$ cat src/rtl/decoupled_ser.sv
// decoupled_ser: width-down serializer, one wide valid/ready word out as BEATS narrow beats; DECOUPLED_SER_FLUSH_EN adds i_flush
module decoupled_ser #(
   parameter int NARROW_WIDTH = 32,
   parameter int BEATS        = 2,
   parameter bit MSB_FIRST    = 1'b0,
   localparam int BW          = (BEATS > 1) ? $clog2(BEATS) : 1,
   localparam int WW          = BEATS * NARROW_WIDTH
) (
   input  logic                    clk,
   input  logic                    rst,
`ifdef DECOUPLED_SER_FLUSH_EN
   input  logic                    i_flush,
`endif
   input  logic                    i_wide_valid,
   output logic                    o_wide_ready,
   input  logic [WW-1:0]           i_wide_data,
   output logic                    o_narrow_valid,
   input  logic                    i_narrow_ready,
   output logic [NARROW_WIDTH-1:0] o_narrow_data,
   output logic                    o_last,
   output logic [BW-1:0]           o_beat
);
   localparam logic [0:0] S_IDLE = 1'b0;
   localparam logic [0:0] S_SEND = 1'b1;
   localparam logic [BW-1:0] LAST_BEAT = BW'(BEATS - 1);

   logic [0:0]    r_state;
   logic [BW-1:0] r_beat;
   logic [WW-1:0] r_hold;
   logic          w_flush;
   logic          w_live;
   logic          w_last_beat;
   logic          w_wide_fire;
   logic          w_narrow_fire;
   logic [BW-1:0] w_idx;

`ifdef DECOUPLED_SER_FLUSH_EN
   assign w_flush = i_flush;
`else
   assign w_flush = 1'b0;
`endif

   // reset and flush both silence the handshakes combinationally so no fire can slip through
   assign w_live      = rst && !w_flush;
   assign w_last_beat = (r_beat == LAST_BEAT);
   assign w_idx       = MSB_FIRST ? LAST_BEAT - r_beat : r_beat;

   // outputs: ready also on the last-beat fire so consecutive words run without a bubble
   always_comb begin
      o_narrow_valid = w_live && (r_state == S_SEND);
      o_last         = o_narrow_valid && w_last_beat;
      o_wide_ready   = w_live && ((r_state == S_IDLE) || (w_last_beat && i_narrow_ready));
      o_narrow_data  = r_hold[w_idx*NARROW_WIDTH +: NARROW_WIDTH];
      o_beat         = r_beat;
   end

   assign w_wide_fire   = i_wide_valid && o_wide_ready;
   assign w_narrow_fire = o_narrow_valid && i_narrow_ready;

   // control FSM: beat counter wraps explicitly at BEATS-1; a new word on the last beat stays in SEND
   always_ff @(posedge clk) begin
      if (!rst || w_flush) begin
         r_state <= S_IDLE;
         r_beat  <= '0;
      end else if (w_wide_fire) begin
         r_state <= S_SEND;
         r_beat  <= '0;
      end else if (w_narrow_fire) begin
         r_state <= w_last_beat ? S_IDLE : S_SEND;
         r_beat  <= w_last_beat ? '0 : r_beat + BW'(1);
      end
   end

   // hold register needs no reset; it is only read in SEND, which requires a fresh capture
   always_ff @(posedge clk) begin
      if (w_wide_fire) r_hold <= i_wide_data;
   end
endmodule

$ cat config.mk
export PLATFORM = sky130hd
export DESIGN_NAME = decoupled_ser
export DESIGN_NICKNAME = d
export VERILOG_FILES = /design/src/rtl/decoupled_ser.sv
export SDC_FILE = /design/constraint.sdc
export NUM_CORES = 1
export LEC_CHECK = 0
export CORE_MARGIN = 4
export CORE_UTILIZATION = 46
export CTS_CLUSTER_DIAMETER = 30
export DETAILED_ROUTE_END_ITERATION = 6
export GPL_TIMING_DRIVEN = 0
export PLACE_DENSITY_LB_ADDON = 0.15
export RECOVER_POWER = 25
export SLEW_MARGIN = 10
export SYNTH_ARGS = -nofsm -noshare
export SYNTH_HDL_FRONTEND = slang
export SYNTH_SLANG_ARGS = --single-unit
export TNS_END_PERCENT = 10
$ cat constraint.sdc
create_clock -name clk -period 7.5 [get_ports clk]
set_clock_uncertainty 0.15 [all_clocks]
set_input_delay 1.125 -clock clk [delete_from_list [all_inputs] [get_ports clk]]
set_output_delay 1.125 -clock clk [all_outputs]
set_load 0.05 [all_outputs]
==> Word level (Yosys, flattened, before mapping) <==
Cells that the tools add are included.
{ "word_totals": {"reg_bits": 66, "input_bits": 68, "out_inout_bits": 36} }
{ "op_classes": {"add_sub_neg": 1, "shift": 1, "muxes": 4, "bitwise": 2, "n_reduce_logical": 9} }
{ "op_table": {"columns": ["cell", "count"], "rows": [
  ["$shiftx A64 B7 Y32", 1],
  ["$logic_and A1 B1 Y1", 6],
  ["$mux W1", 4],
  ["$not A1 Y1", 2],
  ["$reduce_bool A2 Y1", 1],
  ["$reduce_or A2 Y1", 1],
  ["$add A1 B1 Y1 const B", 1],
  ["$logic_or A1 B1 Y1", 1]
]} }

==> Longest topological paths before layout <==
Gate-level depths: netlist (run 1).
{ "depth": {"ltp_word": 5, "ltp_mapped": 4, "ltp_nobuf": 2} }

==> Worst setup path after synthesis (run 1) <==
Ideal clock, no wire load.
{ "synth_timing": {"kind": "input-to-reg", "start": "input port i_narrow_ready", "end": "register r_hold[0], enable pin", "setup_ps": 429, "t_arrival_ps": 2821, "path_slack_ps": 4100, "stages": 2, "path_buffers": 0, "cell_sequence": "a21boi_1 -> and3b_1"} }
{ "synth_via": {"elab_chain_len": 4} }
{ "synth_rtl": {"columns": ["item", "line_no", "text"], "rows": [
  ["from (decl)", "18", "input logic i_narrow_ready,"],
  ["$logic_and A1 B1 Y1", "52", "o_wide_ready = w_live && ((r_state == S_IDLE) || (w_last_beat && i_narrow_ready));"],
  ["$logic_or A1 B1 Y1", "52", null],
  ["$logic_and A1 B1 Y1", "52", null],
  ["$logic_and A1 B1 Y1", "57", "assign w_wide_fire = i_wide_valid && o_wide_ready;"],
  ["named net w_wide_fire", "33", "logic w_wide_fire;"],
  ["to (signal assigned)", "76", "if (w_wide_fire) r_hold <= i_wide_data;"],
  ["to (decl)", "29", "logic [WW-1:0] r_hold;"]
]} }
The timed path passes the listed nets, and every way through them passes these cells.
A chain may end at the register's enable or synchronous reset.

==> Worst setup path after layout (run 1) <==
{ "layout_timing": {"start": "input port rst", "end": "output port o_last"} }
{ "layout_via": {"elab_chain_len": 2} }
{ "layout_rtl": {"columns": ["item", "line_no", "text"], "rows": [
  ["from (decl)", "10", "input logic rst,"],
  ["$logic_and A1 B1 Y1", "50", "o_narrow_valid = w_live && (r_state == S_SEND);"],
  ["$logic_and A1 B1 Y1", "51", "o_last = o_narrow_valid && w_last_beat;"],
  ["to (decl)", "20", "output logic o_last,"]
]} }
Every way passes these cells.

==> results.toml, run 1 <==
[status]
outcome = "finished, final reports clean"

[timing]
finalHoldViolations = 0
grt_setup_unrepaired = "no"
fin_crit_ns = 4.001
relSlewSlack_pct = 42.93
report.final.setup_viol = 0
post-route-worst-setup-slack_ns = 3.499
final_max_slew_viol_count = 0
worst_slew_pin_tran_ns = 0.8561
fmaxAchievable_mhz = 249.9
tns_ns = 0
final.period_utilization_pct = 53.34

[setup_path]
crit_type = "input pin to output pin"
end_kind = "output pin"
path_max_fanout = 7
worst_ep_arrival_time_ns = 2.73
timing.critical_path.from_type = "input pin"
critPathRequiredTime_ns = 6.22

[yosys]
synth_largest_type_area_fraction_pct = 74.71
synth_area_sq_um = 2572
synthCells = 113
synth-edff-count = 64
synth_top_family_by_area = "multiplexers"
synth_xor_area_share_pct = 0
synth.ff_latch_count = 66
synth_fp_nets = 181
synthAdderAreaFrac_pct = 0
synth_mux_area_share_pct = 17.95
yosysSeqAreaShare_pct = 76.26
synth_flop_cell = "sky130_fd_sc_hd__edfxtp_1"
yosys.area_share.simple_pct = 2.140
synth.most_common_cell = "sky130_fd_sc_hd__edfxtp_1"
dominant_cell_type_by_area_after_synthesis = "sky130_fd_sc_hd__edfxtp_1"
synth.top_cells.by_area = "sky130_fd_sc_hd__edfxtp_1, sky130_fd_sc_hd__mux2_4, sky130_fd_sc_hd__mux2_2"
yosys-top-cells-count = "sky130_fd_sc_hd__edfxtp_1, sky130_fd_sc_hd__mux2_4, sky130_fd_sc_hd__mux2_2"
ys_warn_count = 0
synth_compound_gate_area_share_pct = 1.070
share_of_synthesized_flip_flops_with_an_asynchronous_set_or_reset_pct = 0
synthDistinctLibCells = 16
average_cell_area_after_synthesis_sq_um = 22.77

[grt]
grt_util_all_layers_pct = 14.65
via_count_of_the_first_global_routing_pass = 1438
grt_pass1_wl_mm = 6.831
antenna_found_initial = 0
grt_overflow_total = 0
grt_max_degree = 38

[clocking]
sinks_on_clock_net = 66
cts_max_level = 3
cts-root-to-sink-buffers = 2
cts_made_buffers = 9
cts.root.buffer_cell = "sky130_fd_sc_hd__clkbuf_8"
tritoncts_clock_tree = "yes"
cts.clk_slew.worst_paths_ns = 0.06
post-cts-setup-buffer-count = 0
clkLatencyLatePin_ns = 0.33
ctsHoldBuffers = 0
post_cts_resize_count = 0

[cells_and_area]
area_delta_synth_final_pct = 51.36
final_nets = 296
finalInstanceArea_sq_um = 3894
layout.core_utilization_pct = 73.88
n_antenna_cell = 0
post_route_cells_drive_above_1_share_pct = 21.98

[place]
placement.io_buffers = 103
detailedPlace.worstSlack_ns = 3.516
total_placed_instance_area_sq_um = 3720
final_estimated_routing_congestion_in_global_placement = 0.6281

[die]
coreArea_sq_um = 5270
io_pins = 104
design.die.area_sq_um = 6853
dieWidth_microns = 82.78
rows = 26
dieHeight_microns = 82.78
floorplan.initialDensity_pct = 48.81

[route]
detail-route-antenna-nets = 0
avgViaCountPerCell = 4.672
post-route-drc-count = 0
avgRoutedWirePerCell_microns = 16.06
drt_pass1_iterations = 4
detailroute.via_count = 1411
route.final.wire_length_mm = 4.849
drt_iter0_markers = 58

[run]
number_of_max_capacitance_violations_reported = 0

[power]
leakagePower_uw = 0.001395
ir_drop_uv = 140.0
power.density_nw_per_um2 = 213.9

[hold_path]
timing.hold.worst.class = "flop to flop"
## critical path, cell delays in order
cell and delay, ns:
sky130_fd_sc_hd__clkdlybuf4s50_1 0.59, sky130_fd_sc_hd__and3_1 0.20, sky130_fd_sc_hd__clkdlybuf4s50_1 0.80
## registers in the layout, indices dropped and copies added, names as in the netlist
register and count:
o_beat 1, r_state 1, r_hold 64
## per-layer routing
| layer | routed length [microns] | vias to the layer above | share of wire (%) | track usage [%] |
|---|---|---|---|---|
| li1 | - | 672 | - | - |
| met1 | 1803 | 664 | 37 | 15.22 |
| met2 | 2471 | 66 | 51 | 24.36 |
| met3 | 473 | 9 | 9.8 | 6.156 |
| met4 | 101 | 0 | 2.1 | 9.314 |
| met5 | 0 | - | 0 | 0 |
## cells by family (layout without fill, tap and decap cells)
logic type	after synthesis	after routing
flip-flops	66	66
multiplexers	32	32
buffers and inverters	4	123
AO/OA/AOI/OAI	3	3
AND/OR/NAND/NOR	8	8
## final timing paths
check	from	endpoint	slack, ns	depth (start not counted)
worst min-delay path	r_state	o_beat	0.39	2
worst max register to register	o_beat	r_hold[1]	5.32	4
worst min register to register	r_state	o_beat	0.39	2
worst max-delay path	rst	o_last	3.50	3
## report_power, final
| part | internal [uW] | switching [uW] | leakage [uW] |
|---|---|---|---|
| clock network | 148 | 121 | 0.0000886 |
| logic | 68.1 | 70.0 | 0.000698 |
| registers | 422 | 4.20 | 0.000609 |
| total | 638 | 195 | 0.00140 |
## per-stage QoR
| stage | cells | hold WS [ns] | total power [uW] |
|---|---|---|---|
| floorplan | 113 | 0.3630 | 513.7 |
| global placement | 286 | 0.3814 | 573.6 |
| detailed placement | 287 | 0.3963 | 577.7 |
| CTS | 302 | 0.4004 | 847.3 |
| global route | 302 | 0.4316 | 871.5 |
| finish | 302 | 0.3911 | 833.1 |
## cell usage in the layout (no fill, tap or decap), drive strengths merged, types with 2 or more instances in the layout
cell,count
clkdlybuf4s50,62
mux2,32
nor2b,2
dfxtp,2
and2,2
clkbuf,10
dlygate4sd3,41
clkinv,4
edfxtp,64
buf,5
## cell type report
class / count / area (sq um)
multi-input combinational: 43 / 545.5
sequential: 66 / 1962
timing repair buffer: 104 / 1059
buffer: 4 / 66.31
fill: 336 / 1376
clock inverter: 5 / 46.29
tap: 70 / 87.58
clock buffer: 10 / 127.6
Power figures use the tool's default switching activity.
==> run 2: changes to the inputs <==
--- a/config.mk
+++ b/config.mk
@@ -6,7 +6,7 @@
 export NUM_CORES = 1
 export LEC_CHECK = 0
 export CORE_MARGIN = 4
-export CORE_UTILIZATION = 46
+export CORE_UTILIZATION = 43
 export CTS_CLUSTER_DIAMETER = 30
 export DETAILED_ROUTE_END_ITERATION = 6
 export GPL_TIMING_DRIVEN = 0
==> constraint.sdc (replaced) <==
create_clock -name clk -period 4 [get_ports clk]
set_clock_uncertainty 0.15 [all_clocks]
set_input_delay 0.6 -clock clk [delete_from_list [all_inputs] [get_ports clk]]
set_output_delay 0.6 -clock clk [all_outputs]
set_load 0.05 [all_outputs]
==> results.toml, run 2 (same netlist as run 1, synthesis figures left out) <==
[run]
number_of_max_capacitance_violations_reported = 0

[grt]
grt_max_degree = 35
antenna_found_initial = 0
grt_overflow_total = 0
via_count_of_the_first_global_routing_pass = 1540
grt_pass1_wl_mm = 7.638
grt_util_all_layers_pct = 14.44

[clocking]
cts_max_level = 3
sinks_on_clock_net = 66
cts.root.buffer_cell = "sky130_fd_sc_hd__clkbuf_8"
post_cts_resize_count = 0
ctsHoldBuffers = 0
cts.clk_slew.worst_paths_ns = 0.06
cts-root-to-sink-buffers = 2
clkLatencyLatePin_ns = 0.33
post-cts-setup-buffer-count = 0
cts_made_buffers = 9
tritoncts_clock_tree = "yes"

[route]
route.final.wire_length_mm = 4.854
drt_iter0_markers = 71
detailroute.via_count = 1422
detail-route-antenna-nets = 0
drt_pass1_iterations = 4
avgViaCountPerCell = 4.662
post-route-drc-count = 0
avgRoutedWirePerCell_microns = 15.91

[die]
io_pins = 104
coreArea_sq_um = 5642
dieWidth_microns = 85.35
dieHeight_microns = 85.35
design.die.area_sq_um = 7284
rows = 27
floorplan.initialDensity_pct = 45.60

[timing]
report.final.setup_viol = 0
worst_hold_slack_ns = 0.4336
finalHoldViolations = 0
tns_ns = 0
fmaxAchievable_mhz = 341.6
worst_slew_pin_tran_ns = 0.5309
final_max_slew_viol_count = 0
fin_crit_ns = 2.927
relSlewSlack_pct = 64.50
final.period_utilization_pct = 73.18
grt_setup_unrepaired = "no"

[place]
dp_hpwl_mm = 3.510
placement.io_buffers = 103
final_estimated_routing_congestion_in_global_placement = 0.7736

[power]
power.density_nw_per_um2 = 414.3
power.net_switching_uw = 369.0
swShare_pct = 22.69
seq_power_share_pct = 49.1
ir_drop_uv = 219.9
internal_power_uw = 1257
combPwrFrac_pct = 16.0
leakagePower_uw = 0.001408
fraction_of_power_consumed_by_the_clock_network_pct = 34.9

[cells_and_area]
largest_register_ff_count = 64
n_antenna_cell = 0
layout_commonest_cell = "sky130_fd_sc_hd__edfxtp_1"
most-common-layout-cells = "sky130_fd_sc_hd__edfxtp_1, sky130_fd_sc_hd__clkdlybuf4s50_1, sky130_fd_sc_hd__dlygate4sd3_1, sky130_fd_sc_hd__mux2_4, sky130_fd_sc_hd__clkbuf_8"
fillCellCount = 368
post_route_cells_drive_above_1_share_pct = 23.18
area_delta_synth_final_pct = 52.58
final_nets = 296
regMostFlops = "r_hold"

[hold_path]
timing.hold.worst.class = "flop to flop"

[setup_path]
critPathRequiredTime_ns = 3.25
end_kind = "output pin"
reg2reg_slack_ns = 2.02
worst_ep_arrival_time_ns = 2.18
crit_type = "input pin to output pin"
path_max_fanout = 7
timing.critical_path.from_type = "input pin"

[status]
outcome = "finished, final reports clean"
-- run 2: cell types whose count changed in the layout (fill, tap and decap cells not counted), sizes merged --
cell and delta:
clkbuf +4, clkinv -3
-- run 2: layout make-up --
type	count	area [sq um]	area share, %
buffer	4	66.31	1.690
clock buffer	14	172.7	4.399
clock inverter	2	35.03	0.8926
multi-input combinational	43	548.0	13.96
sequential	66	1962	49.98
tap	72	90.09	2.295
timing repair buffer	104	1051	26.78
-- run 2: worst max-delay path, stage by stage --
cell	delay [ns]
sky130_fd_sc_hd__clkdlybuf4s50_1	0.58
sky130_fd_sc_hd__and3_1	0.19
sky130_fd_sc_hd__clkdlybuf4s50_1	0.80
-- run 2: layer usage --
layer	track usage [%]	routed length (microns)	part of all wire, %	vias to the layer above
li1	-	-	-	676
met1	14.66	1799	37	666
met2	23.59	2381	49	69
met3	9.515	573	12	11
met4	5.612	99	2.0	0
met5	0	0	0	-
-- run 2: worst paths after layout --
path / start / endpoint / depth (start not counted)
setup / recovery: rst / o_last / 3
hold / removal: r_state / o_beat / 2
setup reg to reg: o_beat / r_hold[53] / 4
hold reg to reg: r_state / o_beat / 2
-- run 2: through the flow --
step                utilization [%]  instance area (sq um)  worst slack, ns  total power, uW  std cells
global route                  69.57                   3925            1.029             1695        305
floorplan                         -                   2572           0.8487            963.2        113
global placement              65.47                   3694           0.1711             1076        288
detailed placement            65.89                   3717            1.073             1084        289
finish                        69.57                   3925            1.073             1626        305
CTS                           69.57                   3925            1.069             1653        305
-- run 2: power by group through the flow --
stage          Clock, uW  Sequential [uW]  Combinational (uW)
2_1_floorplan          0              815                 148
3_3_place_gp           0              815                 262
3_5_place_dp           0              814                 270
4_1_cts              583              799                 271
5_1_grt              621              802                 272
6_report             568              799                 260
==> run 3: changes to the inputs <==
==> constraint.sdc (replaced) <==
create_clock -name clk -period 3 [get_ports clk]
set_clock_uncertainty 0.15 [all_clocks]
set_input_delay 0.45 -clock clk [delete_from_list [all_inputs] [get_ports clk]]
set_output_delay 0.45 -clock clk [all_outputs]
set_load 0.05 [all_outputs]
==> results.toml, run 3 (same netlist as run 1, synthesis figures left out) <==
[status]
outcome = "finished, final reports clean"

[grt]
met3_usage_grt_pct = 6.019
antenna_found_initial = 0
global_route.usage.met2_pct = 22.81
grt_util_all_layers_pct = 13.58
via_count_of_the_first_global_routing_pass = 1563
most_crowded_layer_after_global_routing = "met2"
grt_overflow_total = 0
grt_pass1_wl_mm = 7.396
use_met1_pct = 15.14
grt_max_degree = 65

[clocking]
ctsHoldBuffers = 0
cts_made_buffers = 9
tritoncts_clock_tree = "yes"
cts.clk_slew.worst_paths_ns = 0.06
sinks_on_clock_net = 66
cts.root.buffer_cell = "sky130_fd_sc_hd__clkbuf_8"
post_cts_resize_count = 0
clkLatencyLatePin_ns = 0.32
cts-root-to-sink-buffers = 2
post-cts-setup-buffer-count = 0
cts_max_level = 3

[die]
floorplan.initialDensity_pct = 45.60
design.die.area_sq_um = 7284
dieWidth_microns = 85.35
rows = 27
io_pins = 104
coreArea_sq_um = 5642
dieHeight_microns = 85.35

[power]
power.net_switching_uw = 481.9
fraction_of_power_consumed_by_the_clock_network_pct = 29.1
power.density_nw_per_um2 = 514.0
combPwrFrac_pct = 17.4
ir_drop_uv = 371.8
p_total_uw = 1993
leakagePower_uw = 0.001383
internal_power_uw = 1511
seq_power_share_pct = 53.5
swShare_pct = 24.19

[hold_path]
timing.hold.worst.class = "flop to flop"

[route]
post-route-drc-count = 0
route.final.wire_length_mm = 4.891
drt_pass1_iterations = 4
detail-route-antenna-nets = 0
avgViaCountPerCell = 4.715
avgRoutedWirePerCell_microns = 16.04
drt_iter0_markers = 51
detailroute.via_count = 1438

[setup_path]
worst_ep_arrival_time_ns = 2.04
crit_type = "input pin to output pin"
worst_setup_path_startpoint = "rst"
worst_r2r_start = "o_beat"
endpoint = "o_last"
end_kind = "output pin"
reg2reg_slack_ns = 1.19
timing.critical_path.from_type = "input pin"
r2r_cells = 4
endpoint_of_the_most_critical_register_to_register_path = "r_hold[2]"
critPathRequiredTime_ns = 2.40
path_max_fanout = 7

[timing]
report.final.setup_viol = 0
grt_setup_unrepaired = "no"
finalHoldViolations = 0
relSlewSlack_pct = 64.88
worst_slew_pin_tran_ns = 0.5252
final.period_utilization_pct = 87.83
final_max_slew_viol_count = 0
tns_ns = 0
fin_crit_ns = 2.635
fmaxAchievable_mhz = 379.5

[cells_and_area]
post_route_cells_drive_above_1_share_pct = 21.46
layout_commonest_cell = "sky130_fd_sc_hd__edfxtp_1"
final_nets = 296
area_delta_synth_final_pct = 50.68
layout.cells.non_filler = 305
fillCellCount = 370
most-common-layout-cells = "sky130_fd_sc_hd__edfxtp_1, sky130_fd_sc_hd__clkdlybuf4s50_1, sky130_fd_sc_hd__dlygate4sd3_1, sky130_fd_sc_hd__mux2_4, sky130_fd_sc_hd__clkbuf_8"
largest_register_ff_count = 64
n_antenna_cell = 0
regMostFlops = "r_hold"
layout.core_utilization_pct = 68.71

[run]
number_of_max_capacitance_violations_reported = 0

[place]
dp_cells = 288
final_estimated_routing_congestion_in_global_placement = 0.7805
placement.io_buffers = 103
## run 3: changes by cell type in the layout (fill, tap and decap cells not counted), sizes merged
cell,delta
bufinv,-1
clkbuf,-4
clkinv,+5
## run 3: stage by stage
stage	cell area (sq um)	hold WS, ns	worst slack [ns]
5_1_grt	3876	0.4592	0.2895
4_1_cts	3846	0.4127	0.3535
3_5_place_dp	3695	0.3954	0.1517
2_1_floorplan	2574	0.3630	0.5574
3_3_place_gp	3695	0.3888	0.2538
6_report	3876	0.4187	0.3650
## run 3: layout make-up
cell class | count | area, sq um | share of cell area, %
multi-input combinational | 43 | 548.0 | 14.14
tap | 72 | 90.09 | 2.324
buffer | 4 | 66.31 | 1.711
clock inverter | 6 | 23.77 | 0.6133
sequential | 66 | 1962 | 50.61
timing repair buffer | 104 | 1059 | 27.31
clock buffer | 10 | 127.6 | 3.292
## run 3: how the worst min path moves through the flow
stage | startpoint | end | cells after the start
3_3_place_gp | r_state | o_beat | 2
2_1_floorplan | r_state | o_beat | 2
6_report | r_state | o_beat | 2
3_5_place_dp | r_state | o_beat | 2
5_1_grt | r_state | o_beat | 2
4_1_cts | r_state | o_beat | 2
## run 3: layer usage
metal | up-vias | routed length [microns]
met5 | - | 0
met4 | 0 | 18
met3 | 2 | 456
met2 | 74 | 2463
met1 | 684 | 1953
li1 | 678 | -
## run 3: power groups by stage
stage | Sequential [uW] | Clock (uW) | Combinational (uW)
2_1_floorplan | 1090 | 0 | 197
3_3_place_gp | 1080 | 0 | 349
3_5_place_dp | 1090 | 0 | 354
4_1_cts | 1070 | 599 | 355
5_1_grt | 1070 | 643 | 363
6_report | 1070 | 580 | 347
## run 3: worst max-delay path, stage by stage
cell                              delay, ns
sky130_fd_sc_hd__clkdlybuf4s50_1       0.59
sky130_fd_sc_hd__and3_1                0.20
sky130_fd_sc_hd__clkdlybuf4s50_1       0.80
